$ cat src/rtl/stack_ctrl.sv
// stack_ctrl: hardware stack for the 8-bit processor.
// Owns the stack storage and the stack pointer, and executes the
// SP_INC / SP_DEC / STACK_IN / STACK_OUT strobes that the control unit
// issues during PUSH and POP. The flags let the control unit gate the
// second step of each sequence. The read path is combinational so the
// top of stack reaches the shared data bus in the same cycle.
module stack_ctrl #(
  parameter int WIDTH = 8,  // data width of one stack entry
  parameter int DEPTH = 8,  // number of entries
  parameter int PW    = 4   // pointer width; 2**PW must exceed DEPTH
) (
  input  logic             Clk,
  input  logic             Rst,        // asynchronous, active-low
  input  logic             SP_INC,
  input  logic             SP_DEC,
  input  logic             STACK_IN,
  input  logic             STACK_OUT,
  input  logic [WIDTH-1:0] Din,
  output logic [WIDTH-1:0] Dout,
  output logic             Dout_en,
  output logic             overflow,
  output logic             empty,
  output logic             underflow,
  output logic [PW-1:0]    SP,
  output logic [PW-1:0]    hwm
);

  // Pointer and flag state.
  logic [PW-1:0] sp_q, sp_d;
  logic          overflow_q, overflow_d;
  logic          underflow_q, underflow_d;
  logic [PW-1:0] hwm_q, hwm_d;

  // Storage; deliberately not reset.
  logic [WIDTH-1:0] mem_q [DEPTH];

  // One-hot decode of the top entry: bit gi is set when SP == gi+1,
  // so an empty stack selects nothing.
  logic [DEPTH-1:0] top_sel;
  logic             is_empty;
  logic             is_full;
  logic             wr_en;
  logic [WIDTH-1:0] rd_data;

  genvar gi;
  generate
    for (gi = 0; gi < DEPTH; gi++) begin : g_top_sel
      assign top_sel[gi] = (sp_q == PW'(gi + 1));
    end
  endgenerate

  assign is_empty = (sp_q == '0);
  assign is_full  = (sp_q >= PW'(DEPTH));

  // A write is dropped when there is no top entry or when the preceding
  // SP_INC was rejected; it always targets the pre-edge top.
  assign wr_en = STACK_IN && !is_empty && !overflow_q;

  // Combinational top-of-stack read; yields zero when empty.
  always_comb begin
    rd_data = '0;
    for (int i = 0; i < DEPTH; i++) begin
      if (top_sel[i]) begin
        rd_data = mem_q[i];
      end
    end
  end

  // Next-state rules for the pointer, flags and high-water mark.
  always_comb begin
    sp_d        = sp_q;
    overflow_d  = overflow_q;
    underflow_d = underflow_q;

    case ({SP_INC, SP_DEC})
      2'b11: begin
        // Conflicting strobes: pointer held, reported via underflow.
        underflow_d = 1'b1;
      end
      2'b10: begin
        if (!is_full) begin
          sp_d       = sp_q + PW'(1);
          overflow_d = 1'b0;
        end else begin
          overflow_d = 1'b1;
        end
      end
      2'b01: begin
        if (!is_empty) begin
          sp_d       = sp_q - PW'(1);
          overflow_d = 1'b0;
        end else begin
          underflow_d = 1'b1;
        end
      end
      default: begin
      end
    endcase

    // Reading an empty stack is also an underflow.
    if (STACK_OUT && is_empty) begin
      underflow_d = 1'b1;
    end

    hwm_d = (sp_d > hwm_q) ? sp_d : hwm_q;
  end

  // Pointer and flag registers with asynchronous active-low reset.
  always_ff @(posedge Clk or negedge Rst) begin
    if (!Rst) begin
      sp_q        <= '0;
      overflow_q  <= 1'b0;
      underflow_q <= 1'b0;
      hwm_q       <= '0;
    end else begin
      sp_q        <= sp_d;
      overflow_q  <= overflow_d;
      underflow_q <= underflow_d;
      hwm_q       <= hwm_d;
    end
  end

  // Storage write into the pre-edge top entry.
  always_ff @(posedge Clk) begin
    if (wr_en) begin
      for (int i = 0; i < DEPTH; i++) begin
        if (top_sel[i]) begin
          mem_q[i] <= Din;
        end
      end
    end
  end

  assign Dout      = STACK_OUT ? rd_data : '0;
  assign Dout_en   = STACK_OUT;
  assign overflow  = overflow_q;
  assign underflow = underflow_q;
  assign empty     = is_empty;
  assign SP        = sp_q;
  assign hwm       = hwm_q;

endmodule

$ cat config.mk
export PLATFORM = sky130hd
export DESIGN_NAME = stack_ctrl
export DESIGN_NICKNAME = d
export VERILOG_FILES = /design/src/rtl/stack_ctrl.sv
export SDC_FILE = /design/constraint.sdc
export NUM_CORES = 1
export LEC_CHECK = 0
export ABC_AREA = 1
export ABC_CLOCK_PERIOD_IN_PS = 2900
export CORE_MARGIN = 2
export CORE_UTILIZATION = 45
export DETAILED_ROUTE_END_ITERATION = 8
export DONT_BUFFER_PORTS = 1
export SETUP_SLACK_MARGIN = 0.02
export SLEW_MARGIN = 15
export SYNTH_ARGS = -nofsm -noshare
export SYNTH_HDL_FRONTEND = slang
export SYNTH_SLANG_ARGS = --single-unit
$ cat constraint.sdc
create_clock -name Clk -period 2.9 [get_ports Clk]
set_clock_uncertainty 0.05 [all_clocks]
set_input_delay 0.58 -clock Clk [delete_from_list [all_inputs] [get_ports Clk]]
set_output_delay 0.58 -clock Clk [all_outputs]
set_load 0.01 [all_outputs]
# Word-level counts from Yosys, hierarchy flattened
# Memory sizes are Yosys's and may differ from the RTL's.
# Cells that the tools add are included.
op_classes:
  mux: 63
  n_lt_le_gt_ge: 2
  add_sub_neg: 2
  n_reduce_logical: 17
  n_eq_ne: 13
op_table:
  columns: ["operator", "n"]
  rows:
  - ["$mux W8", 16]
  - ["$reduce_or A8 Y1", 7]
  - ["$mux W1", 35]
  - ["$mux W3", 7]
  - ["$eq A4 B3 Y1 const B", 4]
  - ["$eq A4 B2 Y1 const B", 2]
  - ["$mux W4", 2]
  - ["$pmux W4 S2", 1]
  - ["$add A4 B1 Y4 const B", 1]
  - ["$eq A2 B2 Y1 const B", 2]
  - ["$eq A4 B1 Y1 const B", 1]
  - ["$eq A4 B4 Y1 const B", 1]
  - ["$ge A4 B4 Y1 const B", 1]
  - ["$gt A4 B4 Y1", 1]
  - ["$logic_not A4 Y1", 1]
  - ["$pmux W1 S2", 2]
  - ["$reduce_and A2 Y1", 2]
  - ["$sub A4 B1 Y4 const B", 1]
  - ["$logic_and A1 B1 Y1", 3]
  - ["$ne A3 B3 Y1 const B", 1]
  - ["$reduce_bool A3 Y1", 1]
  - ["$eq A2 B1 Y1 const B", 1]
  - ["$logic_not A1 Y1", 2]
  - ["$ne A2 B2 Y1 const B", 1]
  - ["$reduce_bool A2 Y1", 1]
totals:
  register_bits: 10
  inputBits: 14
  ramBits: 64
  mem_count: 1
  output_inout_bits: 20
mem_list:
  columns: ["memory", "depth", "width", "read_ports", "rd_ports_with_merged_regs", "write_ports", "line", "rtl"]
  rows:
  - ["mem_q", 8, 8, 8, 0, 1, "35", "logic [WIDTH-1:0] mem_q [DEPTH];"]

# Depth between registers and ports, before layout
# Gate-level depths: netlist of run 1.
logic_depth:
  word_depth: 14
  depth_mapped: 15
  ltp_nobuf: 15

# Worst setup path after synthesis of run 1
# No wires, ideal clock.
synth_timing:
  kind: "input to register"
  startpoint: "input SP_INC"
  endpoint: "register hwm_q[1] (netlist: hwm[1])"
  cell_stages: 13
  arrival_time_ps: 2329
  required_time_ps: 2707
  slack_ps: 379
  setup_ps: 143
  path_cell_list: "inv_1 -> ha_1 -> inv_1 -> nand2_1 -> o21bai_1 -> inv_1 -> o22ai_1 -> ha_1 -> inv_1 -> nor2_1 -> o21ai_0 -> a32oi_1 -> o21ai_0"
synth_via:
  elab_chain_len: 3
synth_lines:
  columns: ["item", "line", "rtl"]
  rows:
  - ["start: declaration", "14", "input logic SP_INC,"]
  - ["$eq A2 B1 Y1 / $eq A2 B2 Y1 (equally long branches)", "75", "case ({SP_INC, SP_DEC})"]
  - ["$pmux W4 S2 (*)", "75", null]
  - ["net sp_d[1]", "29", "logic [PW-1:0] sp_q, sp_d;"]
  - ["$gt A4 B4 Y1", "105", "hwm_d = (sp_d > hwm_q) ? sp_d : hwm_q;"]
  - ["end signal: assignment", "119", "hwm_q <= hwm_d;"]
  - ["end: declaration", "32", "logic [PW-1:0] hwm_q, hwm_d;"]
# Mark *: on every way through the listed nets, which the timed path passes. The rest lies on a longest branch.
# A chain may end at the register's enable or synchronous reset.

# Worst setup path after layout of run 1
layout_timing:
  startpoint: "register sp_q[1] (netlist: SP[1])"
  endpoint: "output Dout[6]"
layout_via:
  elab_chain_len: 10
layout_lines:
  columns: ["item", "line", "rtl"]
  rows:
  - ["start: declaration", "29", null]
  - ["start signal: assignment", "116", "sp_q <= sp_d;"]
  - ["$eq A4 B1 Y1", "48", "assign top_sel[gi] = (sp_q == PW'(gi + 1));"]
  - ["$mux W8 (7 in a row)", "63", "if (top_sel[i]) begin"]
  - ["$mux W8 (*)", "63", null]
  - ["$mux W8 (*)", "134", "assign Dout = STACK_OUT ? rd_data : '0;"]
  - ["end: declaration", "19", "output logic [WIDTH-1:0] Dout,"]
# Every way passes the cells marked *; elsewhere a longest branch is shown, timed or not.

==> results of run 1 <==
==> kinds of logic after synthesis <==
logic type	Yosys count	synth area share, %
AOI/OAI and AO/OA	46	7.10
buffers and inverters	59	7.60
adders and majority gates	11	3.91
xor gates and xnor gates	1	0.249
DFF	74	61.6
and+or+nand+nor	147	19.5
==> cells in the mapped netlist, types with 2 or more instances <==
library cell	number	share of area [%]
nor3_1	2	0.28
or2_2	15	2.7
buf_6	4	1.3
nand4_1	8	1.4
a21oi_1	14	2.0
inv_2	3	0.32
nor2_1	28	3.0
nand2_1	67	7.1
ha_1	11	3.9
edfxtp_1	64	55
inv_1	45	4.8
o21ai_0	25	3.6
dfrtp_1	10	7.1
buf_4	4	0.85
nand3_1	21	3.0
clkbuf_1	2	0.21
==> worst max-delay path, cell delays in order (launching register included) <==
cell and delay, ns:
dfrtp_2 0.46, inv_1 0.13, ha_2 0.23, buf_4 0.18, nand4_1 0.10, nand3_1 0.11
nand2_1 0.09, nand2_1 0.08, nand2_1 0.05, nand2_1 0.05, nand2_1 0.05, a21oi_1 0.24
==> per-stage QoR <==
stage	setup TNS [ns]	total power, W	std cells
2_1_floorplan	0	0.00205	338
3_3_place_gp	0	0.00230	446
3_5_place_dp	0	0.00231	446
4_1_cts	0	0.00337	462
5_1_grt	-0.00207	0.00363	467
6_report	0	0.00342	467
==> per-layer routing <==
| metal | GRT usage, % | vias up | share of wire [%] |
|---|---|---|---|
| met4 | 7.21 | 0 | 0.66 |
| met5 | 0 | - | 0 |
| li1 | - | 1174 | - |
| met2 | 30.0 | 68 | 48 |
| met1 | 24.7 | 1094 | 46 |
| met3 | 3.82 | 5 | 5.4 |
==> worst min path at each step <==
stage,from,cells past startpoint,slack (ns),endpoint
final,Din[4],0,0.28,mem_q[1][20]$_DFFE_PP_
after global routing,Din[4],0,0.26,mem_q[1][20]$_DFFE_PP_
after CTS,Din[4],0,0.27,mem_q[1][20]$_DFFE_PP_
after detailed placement,Rst,0,0.23,hwm[0]$_DFFE_PN0N_
after global placement,Rst,0,0.23,hwm[0]$_DFFE_PN0N_
after floorplan,Rst,0,0.23,SP[0]$_DFF_PN0_
==> power groups by stage <==
stage,logic (W),registers [W],clock network (W)
2_1_floorplan,0.000704,0.00135,0
3_5_place_dp,0.000939,0.00138,0
5_1_grt,0.00116,0.00137,0.00110
3_3_place_gp,0.000931,0.00137,0
6_report,0.00101,0.00135,0.00105
4_1_cts,0.000963,0.00135,0.00105
==> area by class of cell <==
cell class | instances | share of cell area [%]
clock buffers | 9 | 3.05
repair inverters | 1 | 0.185
repair buffers | 22 | 4.13
flip-flops and latches | 74 | 53.5
well taps | 102 | 3.14
clock inverters | 6 | 3.39
multi-input cells | 205 | 28.0
inverters | 48 | 4.53
==> flip-flops by register name, indices dropped and copies added (netlist names) <==
| signal | count |
|---|---|
| overflow | 1 |
| underflow | 1 |
| mem_q | 64 |
| hwm | 4 |
| SP | 4 |
==> repair_timing <==
| item | 4_1_cts | 5_1_grt |
|---|---|---|
| setup endpoints to repair | 4 | 11 |
| gates resized for setup | 5 | 17 |
| buffers inserted | 0 | 4 |
| gates cloned | 0 | 1 |
| hold buffers | 1 | 0 |
| endpoints found under the hold margin | 10 | 0 |
| pin swaps | 0 | 0 |
==> impl_metrics.json, run 1 <==
{
  "layout_commonest_cell": "nand2_1",
  "worst-endpoint-required_ns": 2.27,
  "critical_path_arrival_ns": 2.10,
  "timing.critical_path.from_type": "register",
  "static-leakage-power_nw": 1.64,
  "total_switching_power_w": 0.00113,
  "deepest_clock_path_buffer_count": 2,
  "antenna_found_initial": 0,
  "hold_path.class": "primary input to register",
  "maxCapViolCount": 0,
  "pwr-share-comb_pct": 29.7,
  "synth.lib_cells_used.distinct": 31,
  "dieWidth_um": 92.5,
  "die-area_um2": 8550,
  "fill_cells": 671,
  "pre_cts_slack_ns": 0.271,
  "timing_max_transition_violations_final": 0,
  "clock_tree.root_cell": "clkbuf_8",
  "ctsHtreeMaxLevel": 3,
  "synthFlopType": "edfxtp_1",
  "r2r_end": "hwm[2]$_DFFE_PN0N_",
  "critPathKind": "register to primary output",
  "count_of_clock_tree_sinks": 74,
  "maxClockFrequency_ghz": 0.366,
  "core.rowCount": 32,
  "status": "finished clean",
  "clkLatencyLatePin_ns": 0.34,
  "drive_gt1_share_pct": 20.8,
  "peakVddDrop_mv": 0.551,
  "r2r_setup_slack_ns": 0.33,
  "grt.overflow.total": 0,
  "yosysSeqAreaShare_pct": 61.6,
  "timing.critical_path.to": "Dout[6]",
  "syn_area_per_cell_um2": 10.4,
  "detail_route.first_pass.iterations": 5,
  "worstSetupEndpointType": "primary output",
  "floorplan.initialDensity_pct": 46.1,
  "cellInternalPower_w": 0.00228,
  "ys_ff_latch": 74,
  "highest_count_cells_in_the_layout_ignoring_fill_and_taps": "nand2_1 (66), edfxtp_1 (64), inv_1 (44)",
  "cts.clk_slew.worst_paths_ns": 0.08,
  "minimum_setup_slack_in_the_final_design_ns": 0.168,
  "tritoncts": "yes",
  "synth_enable_flop_cells": 64,
  "count_of_antenna_diodes_in_the_layout": 0,
  "drc_errors": 0,
  "timing.reg2reg.worst_path_depth": 14,
  "drt_iter0_drc": 181,
  "fin_crit_sh_pct": 94.2,
  "cts_inserted_buffers": 9,
  "relSlewSlack_pct": 69.1,
  "final-setup-viol-count": 0,
  "pwr-share-clk_pct": 30.7,
  "pin_count": 34,
  "grt.total_usage_pct": 18.6,
  "detail_route.wirelength_um": 7380,
  "worst_hold_slack_ns": 0.282,
  "final_antenna_net_count": 0,
  "layout.cell_area.non_filler_um2": 4060,
  "worst_slew_pin_slew_ns": 0.462,
  "first_global_vias": 2365,
  "wl_per_cell_um": 15.8,
  "critical_path_peak_fanout": 9,
  "ff_to_ff_start": "SP[1]$_DFF_PN0_",
  "combined_area_of_the_multi_input_logic_cells_um2": 1140,
  "place_area_um2": 3690,
  "placeable_core_region_um2": 7650,
  "cellPowerDensity_nw_per_um2": 841,
  "synthesis.nets": 363,
  "dp_hpwl_um": 5010,
  "async_flop_share_pct": 13.5,
  "finalHoldViolCount": 0,
  "crit_path_start": "SP[1]$_DFF_PN0_",
  "layout.area.seq_um2": 2170,
  "yosysWarnings": 0,
  "num_vias": 2341,
  "die-height_um": 92.5,
  "place.port_buffers": 0,
  "postSynthCellCount": 338,
  "period_needed_ns": 2.73,
  "post-route-util_pct": 53.1,
  "gpl.final_weighted_congestion": 0.779,
  "p_sw_share_pct": 33.2,
  "wire_length_of_the_first_global_routing_pass_um": 12100,
  "largest_net_degree_at_the_start_of_global_routing": 18,
  "nNetsFinal": 386,
  "synth_to_layout_area_growth_pct": 15.3,
  "synthesis.area_um2": 3520,
  "seq_power_share_pct": 39.6,
  "detail_route.vias_per_cell": 5.01
}
Note: power is estimated with default switching activity, not from simulation.
==> run 2: changes to the inputs <==
CORE_UTILIZATION = 62   (was 45)
PLACE_DENSITY = 0.78   (was unset)
==> impl_metrics.json, run 2 (synthesized netlist as in run 1, its figures left out) <==
{
  "critical_path_arrival_ns": 2.11,
  "pre_cts_slack_ns": 0.110,
  "dieWidth_um": 79.4,
  "count_of_antenna_diodes_in_the_layout": 0,
  "timing.critical_path.from_type": "register",
  "detail_route.vias_per_cell": 5.55,
  "wl_per_cell_um": 16.7,
  "die-height_um": 79.4,
  "worstPathCellList": "inv_2 > ha_2 > nand3_2 > o21ai_1 > inv_1 > nand2_1 > nand2_1 > nand2_1 > nand2_1 > a21oi_2",
  "first_global_vias": 2207,
  "timing_max_transition_violations_final": 0,
  "synth_to_layout_area_growth_pct": 11.9,
  "fin_crit_sh_pct": 94.5,
  "placeable_core_region_um2": 5510,
  "drc_errors": 0,
  "fill_cells": 370,
  "r2r_setup_slack_ns": 0.23,
  "drt_iter0_drc": 208,
  "gpl.final_weighted_congestion": 0.852,
  "cts_inserted_buffers": 9,
  "r2r_end": "hwm[2]$_DFFE_PN0N_",
  "critPathKind": "register to primary output",
  "num_vias": 2410,
  "minimum_setup_slack_in_the_final_design_ns": 0.158,
  "min_delay_path_depth": 0,
  "timing.reg2reg.worst_path_depth": 14,
  "hold_start": "Din[2]",
  "clkLatencyLatePin_ns": 0.35,
  "dp_hpwl_um": 4750,
  "nNetsFinal": 382,
  "place.port_buffers": 0,
  "status": "finished clean",
  "worst_slew_pin_slew_ns": 0.627,
  "largest_net_degree_at_the_start_of_global_routing": 19,
  "highest_count_cells_in_the_layout_ignoring_fill_and_taps": "nand2_1 (67), edfxtp_1 (64), inv_1 (43)",
  "tritoncts": "yes",
  "relSlewSlack_pct": 58.0,
  "die-area_um2": 6300,
  "peakVddDrop_mv": 0.506,
  "ctsHtreeMaxLevel": 3,
  "period_needed_ns": 2.74,
  "critical-path-max-stage-delay_ns": 0.46,
  "antenna_found_initial": 0,
  "ff_to_ff_start": "SP[1]$_DFF_PN0_",
  "maxClockFrequency_ghz": 0.365,
  "worst-endpoint-required_ns": 2.27,
  "timing.critical_path.slowest_stage_cell": "dfrtp_2",
  "hold_path.class": "primary input to register",
  "final_antenna_net_count": 0,
  "deepest_clock_path_buffer_count": 2,
  "detail_route.first_pass.iterations": 5,
  "cellPowerDensity_nw_per_um2": 801,
  "core.rowCount": 27,
  "final-setup-viol-count": 0,
  "end_point_of_the_most_critical_hold_path": "mem_q[1][2]$_DFFE_PP_",
  "critical_path_peak_fanout": 9,
  "crit_top_cell": "nand2_1",
  "grt_setup_unrepaired": "yes",
  "clock_tree.root_cell": "clkbuf_8",
  "floorplan.initialDensity_pct": 64.0,
  "drive_gt1_share_pct": 20.4,
  "critical_path.n_buffers_inverters": 2,
  "detail_route.wirelength_um": 7240,
  "layout_commonest_cell": "nand2_1",
  "finalHoldViolCount": 0,
  "worstSetupEndpointType": "primary output",
  "largest_reg_flops": 64,
  "registers.top_by_ff_count": "mem_q",
  "static-leakage-power_nw": 1.58,
  "maxCapViolCount": 0,
  "cts.clk_slew.worst_paths_ns": 0.08,
  "wire_length_of_the_first_global_routing_pass_um": 11200,
  "pin_count": 34,
  "count_of_clock_tree_sinks": 74,
  "delay_heaviest_family_cp": "simple AND/OR/NAND/NOR gates",
  "grt.total_usage_pct": 24.8,
  "grt.overflow.total": 0,
  "total_power_w": 0.00316
}
[run 2: routing by layer]
layer	global-route usage [%]	wire, um	share of wire (%)	up-vias
li1	-	-	-	1167
met1	34.8	3230	45	1109
met2	37.1	3340	46	121
met3	8.03	559	7.7	13
met4	7.93	112	1.5	0
met5	0	0	0	-
[run 2: metrics by stage]
stage / instances / hold WS (ns) / util (%) / TNS (ns) / instance area [um2]
after floorplan: 338 / 0.234 / - / 0 / 3520
after global placement: 411 / 0.235 / 65.7 / 0 / 3620
after detailed placement: 411 / 0.235 / 65.7 / 0 / 3620
after CTS: 428 / 0.253 / 69.8 / 0 / 3840
after global routing: 434 / 0.244 / 71.6 / -0.0472 / 3940
final: 434 / 0.267 / 71.6 / 0 / 3940
[run 2: layout make-up]
cell class | instances | area (um2) | share of cell area, %
inverters | 48 | 184 | 4.67
clock buffers | 9 | 124 | 3.14
multi-input cells | 205 | 1150 | 29.1
flip-flops and latches | 74 | 2180 | 55.2
repair inverters | 1 | 7.51 | 0.190
clock inverters | 7 | 76.3 | 1.94
repair buffers | 18 | 139 | 3.52
well taps | 72 | 90.1 | 2.28
[run 2: worst max path at each step]
stage | startpoint | to | slack (ns) | cells after the start
after global placement | SP_INC | hwm[1]$_DFFE_PN0N_ | 0.23 | 13
after CTS | SP[1]$_DFF_PN0_ | Dout[7] | 0.04 | 10
after global routing | SP[1]$_DFF_PN0_ | hwm[2]$_DFFE_PN0N_ | -0.03 | 14
after detailed placement | SP_INC | hwm[1]$_DFFE_PN0N_ | 0.11 | 13
after floorplan | SP_INC | hwm[1]$_DFFE_PN0N_ | 0.38 | 13
final | SP[1]$_DFF_PN0_ | Dout[2] | 0.16 | 10
[run 2: timing repair]
| action | CTS | global route |
|---|---|---|
| gates resized for setup | 5 | 21 |
| cloned | 0 | 1 |
| pin swaps | 0 | 1 |
| buffers inserted | 0 | 5 |
| hold buffers | 1 | 0 |
| endpoints found under the setup margin | 8 | 12 |
| hold endpoints to repair | 10 | 0 |
[run 2: power by group]
group / total [W] / switching (W) / internal, W / leakage, nW
clock network: 0.000801 / 0.000398 / 0.000403 / 0.0979
logic: 0.00100 / 0.000661 / 0.000343 / 0.793
registers: 0.00135 / 0.0000919 / 0.00126 / 0.693
total: 0.00316 / 0.00115 / 0.00201 / 1.58
==> run 3: changes to the inputs <==
CTS_BUF_LIST = sky130_fd_sc_hd__clkbuf_4   (was unset)
==> impl_metrics.json, run 3 (synthesized netlist as in run 1, its figures left out) <==
{
  "status": "finished clean",
  "grt.overflow.total": 0,
  "detail_route.first_pass.iterations": 5,
  "synth_to_layout_area_growth_pct": 13.2,
  "delay_heaviest_family_cp": "simple AND/OR/NAND/NOR gates",
  "crit_top_cell": "nand2_1",
  "ff_to_ff_start": "SP[2]$_DFF_PN0_",
  "cts.clk_slew.worst_paths_ns": 0.13,
  "layout.area.seq_um2": 2180,
  "final_antenna_net_count": 0,
  "place.port_buffers": 0,
  "groute.layer.met2.usage_pct": 38.1,
  "fill_cells": 366,
  "critical_path_peak_fanout": 17,
  "count_of_clock_tree_sinks": 74,
  "min_delay_path_depth": 0,
  "first_global_vias": 2293,
  "count_of_antenna_diodes_in_the_layout": 0,
  "gr_util_met1_pct": 34.2,
  "drc_errors": 0,
  "worst_hold_slack_ns": 0.195,
  "registers.top_by_ff_count": "mem_q",
  "worstPathCellList": "buf_4 > ha_2 > nand2_8 > or2_2 > nand2_1 > nand2_1 > nand2_1 > nand2_1 > nand2_1 > a21oi_2",
  "timing_max_transition_violations_final": 0,
  "nNetsFinal": 387,
  "relSlewSlack_pct": 58.3,
  "timing.critical_path.slowest_stage_cell": "dfrtp_1",
  "detail_route.wirelength_um": 7690,
  "peakVddDrop_mv": 0.571,
  "largest_net_degree_at_the_start_of_global_routing": 19,
  "timing.critical_path.from_type": "register",
  "dieWidth_um": 79.4,
  "largest_reg_flops": 64,
  "period_needed_ns": 2.76,
  "numPlacedInstances": 411,
  "worstSetupEndpointType": "primary output",
  "die-area_um2": 6300,
  "finalHoldViolCount": 0,
  "ctsHtreeMaxLevel": 3,
  "wl_per_cell_um": 17.5,
  "drt_iter0_drc": 246,
  "cts_inserted_buffers": 9,
  "layoutNonFillerInstCount": 439,
  "clock_tree.root_cell": "clkbuf_4",
  "placeable_core_region_um2": 5510,
  "fin_crit_sh_pct": 95.3,
  "critical-path-max-stage-delay_ns": 0.38,
  "crit_path_start": "SP[0]$_DFF_PN0_",
  "layout.cell_area.non_filler_um2": 3990,
  "clkLatencyLatePin_ns": 0.42,
  "worst_slew_pin_slew_ns": 0.623,
  "floorplan.initialDensity_pct": 64.0,
  "antenna_found_initial": 0,
  "combined_area_of_the_multi_input_logic_cells_um2": 1210,
  "grt_setup_unrepaired": "yes",
  "tritoncts": "yes",
  "detail_route.vias_per_cell": 5.63,
  "pin_count": 34,
  "critPathKind": "register to primary output",
  "highest_count_cells_in_the_layout_ignoring_fill_and_taps": "nand2_1 (67), edfxtp_1 (64), inv_1 (42)",
  "global_route.peak_usage_layer": "met2",
  "cellPowerDensity_nw_per_um2": 783,
  "grt.total_usage_pct": 25.0,
  "drive_gt1_share_pct": 22.3,
  "critical_path.n_buffers_inverters": 1,
  "num_vias": 2471,
  "die-height_um": 79.4,
  "hold_path.class": "primary input to register",
  "wire_length_of_the_first_global_routing_pass_um": 11300,
  "grt_use_met3_pct": 7.81,
  "timing.reg2reg.worst_path_depth": 12,
  "core.rowCount": 27,
  "cp_num_cells": 10,
  "worst-endpoint-required_ns": 2.27,
  "critical_path_arrival_ns": 2.13,
  "final-setup-viol-count": 0,
  "place_area_um2": 3620,
  "hold_start": "Din[6]",
  "static-leakage-power_nw": 1.57,
  "maxCapViolCount": 0,
  "dp_hpwl_um": 4750,
  "layout_commonest_cell": "nand2_1",
  "maxClockFrequency_ghz": 0.362,
  "deepest_clock_path_buffer_count": 2,
  "final.setup.tns_ns": 0,
  "gpl.final_weighted_congestion": 0.852
}
[run 3: changes by cell type in the layout (fill, tap and decap cells not counted), sizes merged]
| cell | delta |
|---|---|
| clkinvlp | +1 |
| inv | -1 |
| clkinv | +1 |
| clkbuf | -1 |
| buf | +4 |
| nand3 | +1 |
[run 3: timing repair]
action | CTS | global route
setup endpoints to repair | 8 | 12
cloned | 0 | 3
hold buffers | 1 | 0
setup buffers | 3 | 5
resized for setup | 16 | 23
pin swaps | 0 | 3
hold endpoints to repair | 10 | 0
[run 3: through the flow]
stage	util (%)	power [W]	worst slack (ns)
finish	72.4	0.00312	0.137
global route	72.4	0.00330	0.00317
CTS	69.8	0.00296	0.0304
detailed placement	65.7	0.00225	0.110
global placement	65.7	0.00223	0.230
floorplan	-	0.00205	0.379
[run 3: worst paths after layout]
path / slack [ns] / end
hold reg to reg: 0.55 / underflow$_DFFE_PN0P_
setup reg to reg: 0.27 / hwm[2]$_DFFE_PN0N_
hold / removal: 0.19 / mem_q[1][22]$_DFFE_PP_
setup / recovery: 0.14 / Dout[0]
max in group asynchronous: 1.95 / SP[2]$_DFF_PN0_
min in group asynchronous: 0.48 / overflow$_DFFE_PN0P_
[run 3: cell type report]
| type | count | share of cell area, % |
|---|---|---|
| Multi-Input combinational cell | 206 | 30.2 |
| Clock buffer | 9 | 1.69 |
| Tap cell | 72 | 2.26 |
| Clock inverter | 7 | 1.91 |
| Sequential cell | 74 | 54.6 |
| Timing Repair Buffer | 21 | 4.24 |
| Inverter | 48 | 4.71 |
| Timing Repair inverter | 2 | 0.314 |
[run 3: worst reg2reg max path, delay by kind of cell, from the launching register on]
kind / cells / cell delay, ns
AOI/OAI and AO/OA: 3 / 0.75
adders and majority gates: 1 / 0.31
DFF: 1 / 0.55
buffers and inverters: 3 / 0.38
xor gates and xnor gates: 1 / 0.17
and+or+nand+nor: 4 / 0.36
[run 3: where the power goes]
group	internal [W]	total [W]	switching (W)
Combinational	0.000393	0.00112	0.000726
Sequential	0.00126	0.00136	0.0000952
Clock	0.000269	0.000648	0.000379
[run 3: layer usage]
| layer | up-vias | share of wire [%] |
|---|---|---|
| met5 | - | 0 |
| met4 | 0 | 1.3 |
| li1 | 1185 | - |
| met1 | 1142 | 42 |
| met3 | 12 | 8.4 |
| met2 | 132 | 48 |
==> variant: new RTL, config.mk and constraints of run 1 <==
Register the output `underflow` once more, with the module's reset; this adds one clock of latency there. The other outputs are not delayed to match.
--- a/src/rtl/stack_ctrl.sv
+++ b/src/rtl/stack_ctrl.sv
@@ -136,3 +136,9 @@
   assign overflow  = overflow_q;
-  assign underflow = underflow_q;
+  always_ff @(posedge Clk or negedge Rst) begin
+    if (!Rst) begin
+      underflow <= '0;
+    end else begin
+      underflow <= underflow_q;
+    end
+  end
   assign empty     = is_empty;
Function: changed (Yosys sat finds a counterexample within 4 cycles, from zero or initial values and one cycle with Rst low).
==> variant against run 1 <==
Worst setup slack lost 0.028 ns; critical path depth fell by 1; total power fell by 9.2%; sequential share of layout area rose by 1.1 points; final cell count increased by 3.9%; largest power group unchanged; design area fell by 0.77%; wire length fell by 2.5%; global-route usage down 0.17 points; critical endpoint is now Dout[0]; count of clock-buffer cells in the layout unchanged; sequential cell count rose by 1; area after synthesis increased by 0.96%.
==> variant: results (changes against run 1) <==
stage	metric	value	unit	change
yosys	ys_seq_area_share	61.8	%	+0.12 points
pwr	leakagePower	0.00165	uW	+0.84%
yosys	ys_types	33		+6.5%
yosys	synth_fa_ha_area_share	3.87	%	-0.037 points
yosys	synthXorXnorAreaFrac	0.246	%	-0.0024 points
final_layout	non_clock_buffer_count	19		-14%
worst_setup_path	arrival	2.13	ns	+0.03 ns
place	dp_cells	464		+4.0%
yosys	synth_edf_count	64		unchanged
yosys	synth_compound_area_share	5.94	%	-1.2 points
clock_tree	cts_hold_buf	1		unchanged
place	placed_cell_area	3720	um2	+0.92%
final_layout	fin_cells	485		+3.9%
drt	first_pass_iters	4		-1
yosys	synthTopCellsByCount	100 x nand2_1, 64 x edfxtp_1, 44 x inv_1, 34 x nor2_1, 31 x nand3_1		
global_route	grt_first_pass_wirelength	11.8	mm	-2.4%
place	portBuffers	0		unchanged
yosys	yosys-top-cells-area	edfxtp_1 54%, nand2_1 11%, dfrtp_1 7.7%, inv_1 4.6%, nand3_1 4.4%		
final_layout	diodes	0		unchanged
clock_tree	clk_latency	0.36	ns	+0.02 ns
global_route	met1_usage	23.6	%	-1.1 points
clock_tree	cts_max_level	3		unchanged
global_route	grt_use_met2	28.9	%	-1.1 points
yosys	syn_avg_cell_area	9.94	um2	-4.7%
global_route	grt_use_total	18.4	%	-0.17 points
yosys	synth_seq_cells	75		+1.4%
pwr	clkPwrFrac	24.9	%	-5.8 points
pwr	switching_power	1150	uW	+2.0%
yosys	async_reset_ff_share	14.7	%	+1.2 points
place	gp_congestion	0.773		-0.81%
global_route	grt_use_met3	5.53	%	+1.7 points
final_layout	drive_above_1_share	17.2	%	-3.6 points
drt	wl_per_cell	14.8	um	-6.1%
final_layout	num-fill-cells	712		+6.1%
drt	via_per_inst	4.97		-0.83%
global_route	grt_pass1_vias	2387		+0.93%
place	pre_cts_slack	0.303	ns	+0.0320 ns
global_route	grt_max_degree	19		+1
final_layout	comb.multi_input.count	223		+8.8%
clock_tree	ctsResizeCount	6		+1
pwr	ir_worst_vdd	0.298	mV	-46%
drt	wl_met2	3.27	mm	-7.2%
worst_setup_path	critical_path.max_fanout	18		+9
drt	wl_met3	337	um	-15%
drt	drt_iter0_markers	119		-34%
place	hpwl	4.93	mm	-1.7%
status	status	finished clean		
final_layout	non_clock_inverter_count	50		+2.0%
worst_setup_path	crit_family	buffers and inverters		
final_layout	nonClkBufAreaFrac	4.10	%	-0.030 points
final_layout	multi_input_area	1140	um2	+0.33%
yosys	syn_nets	383		+5.5%
final_layout	num-nets-final	403		+4.4%
final_layout	clock_area_share	4.69	%	-1.8 points
final_layout	seq_area	2200	um2	+1.3%
final_layout	multi_input_area_share	28.3	%	+0.31 points
worst_setup_path	critPathMaxStageDelay	0.48	ns	+0.02 ns
timing	slew-limit-headroom	65.3	%	-3.8 points
pwr	p_sw_share	37.2	%	+4.1 points
drt	drt-met1-wl	3.42	mm	+0.56%
-- variant: cell types whose count changed after synthesis, moves of 2 or more --
cell	before	now
nand3_1	21	31
a21oi_1	14	12
nor3_1	2	0
o21ai_0	25	18
nand4_1	8	0
buf_6	4	1
nand2_1	67	100
nor2_1	28	34
nand2_2	0	2
buf_2	1	4
or2_2	15	1
-- variant: path summary, 6_finish.rpt --
kind / start / endpoint / slack [ns] / cells past startpoint
hold / removal: Din[4] / mem_q[1][20]$_DFFE_PP_ / 0.26 / 0
setup / recovery: SP[0]$_DFF_PN0_ / Dout[0] / 0.14 / 10
hold reg to reg: underflow_q$_DFFE_PN0P_ / underflow$_DFF_PN0_ / 0.34 / 0
min in group asynchronous: Rst / underflow_q$_DFFE_PN0P_ / 0.58 / 1
setup reg to reg: SP[0]$_DFF_PN0_ / hwm[1]$_DFFE_PN0N_ / 0.37 / 14
max in group asynchronous: Rst / SP[2]$_DFF_PN0_ / 1.85 / 1
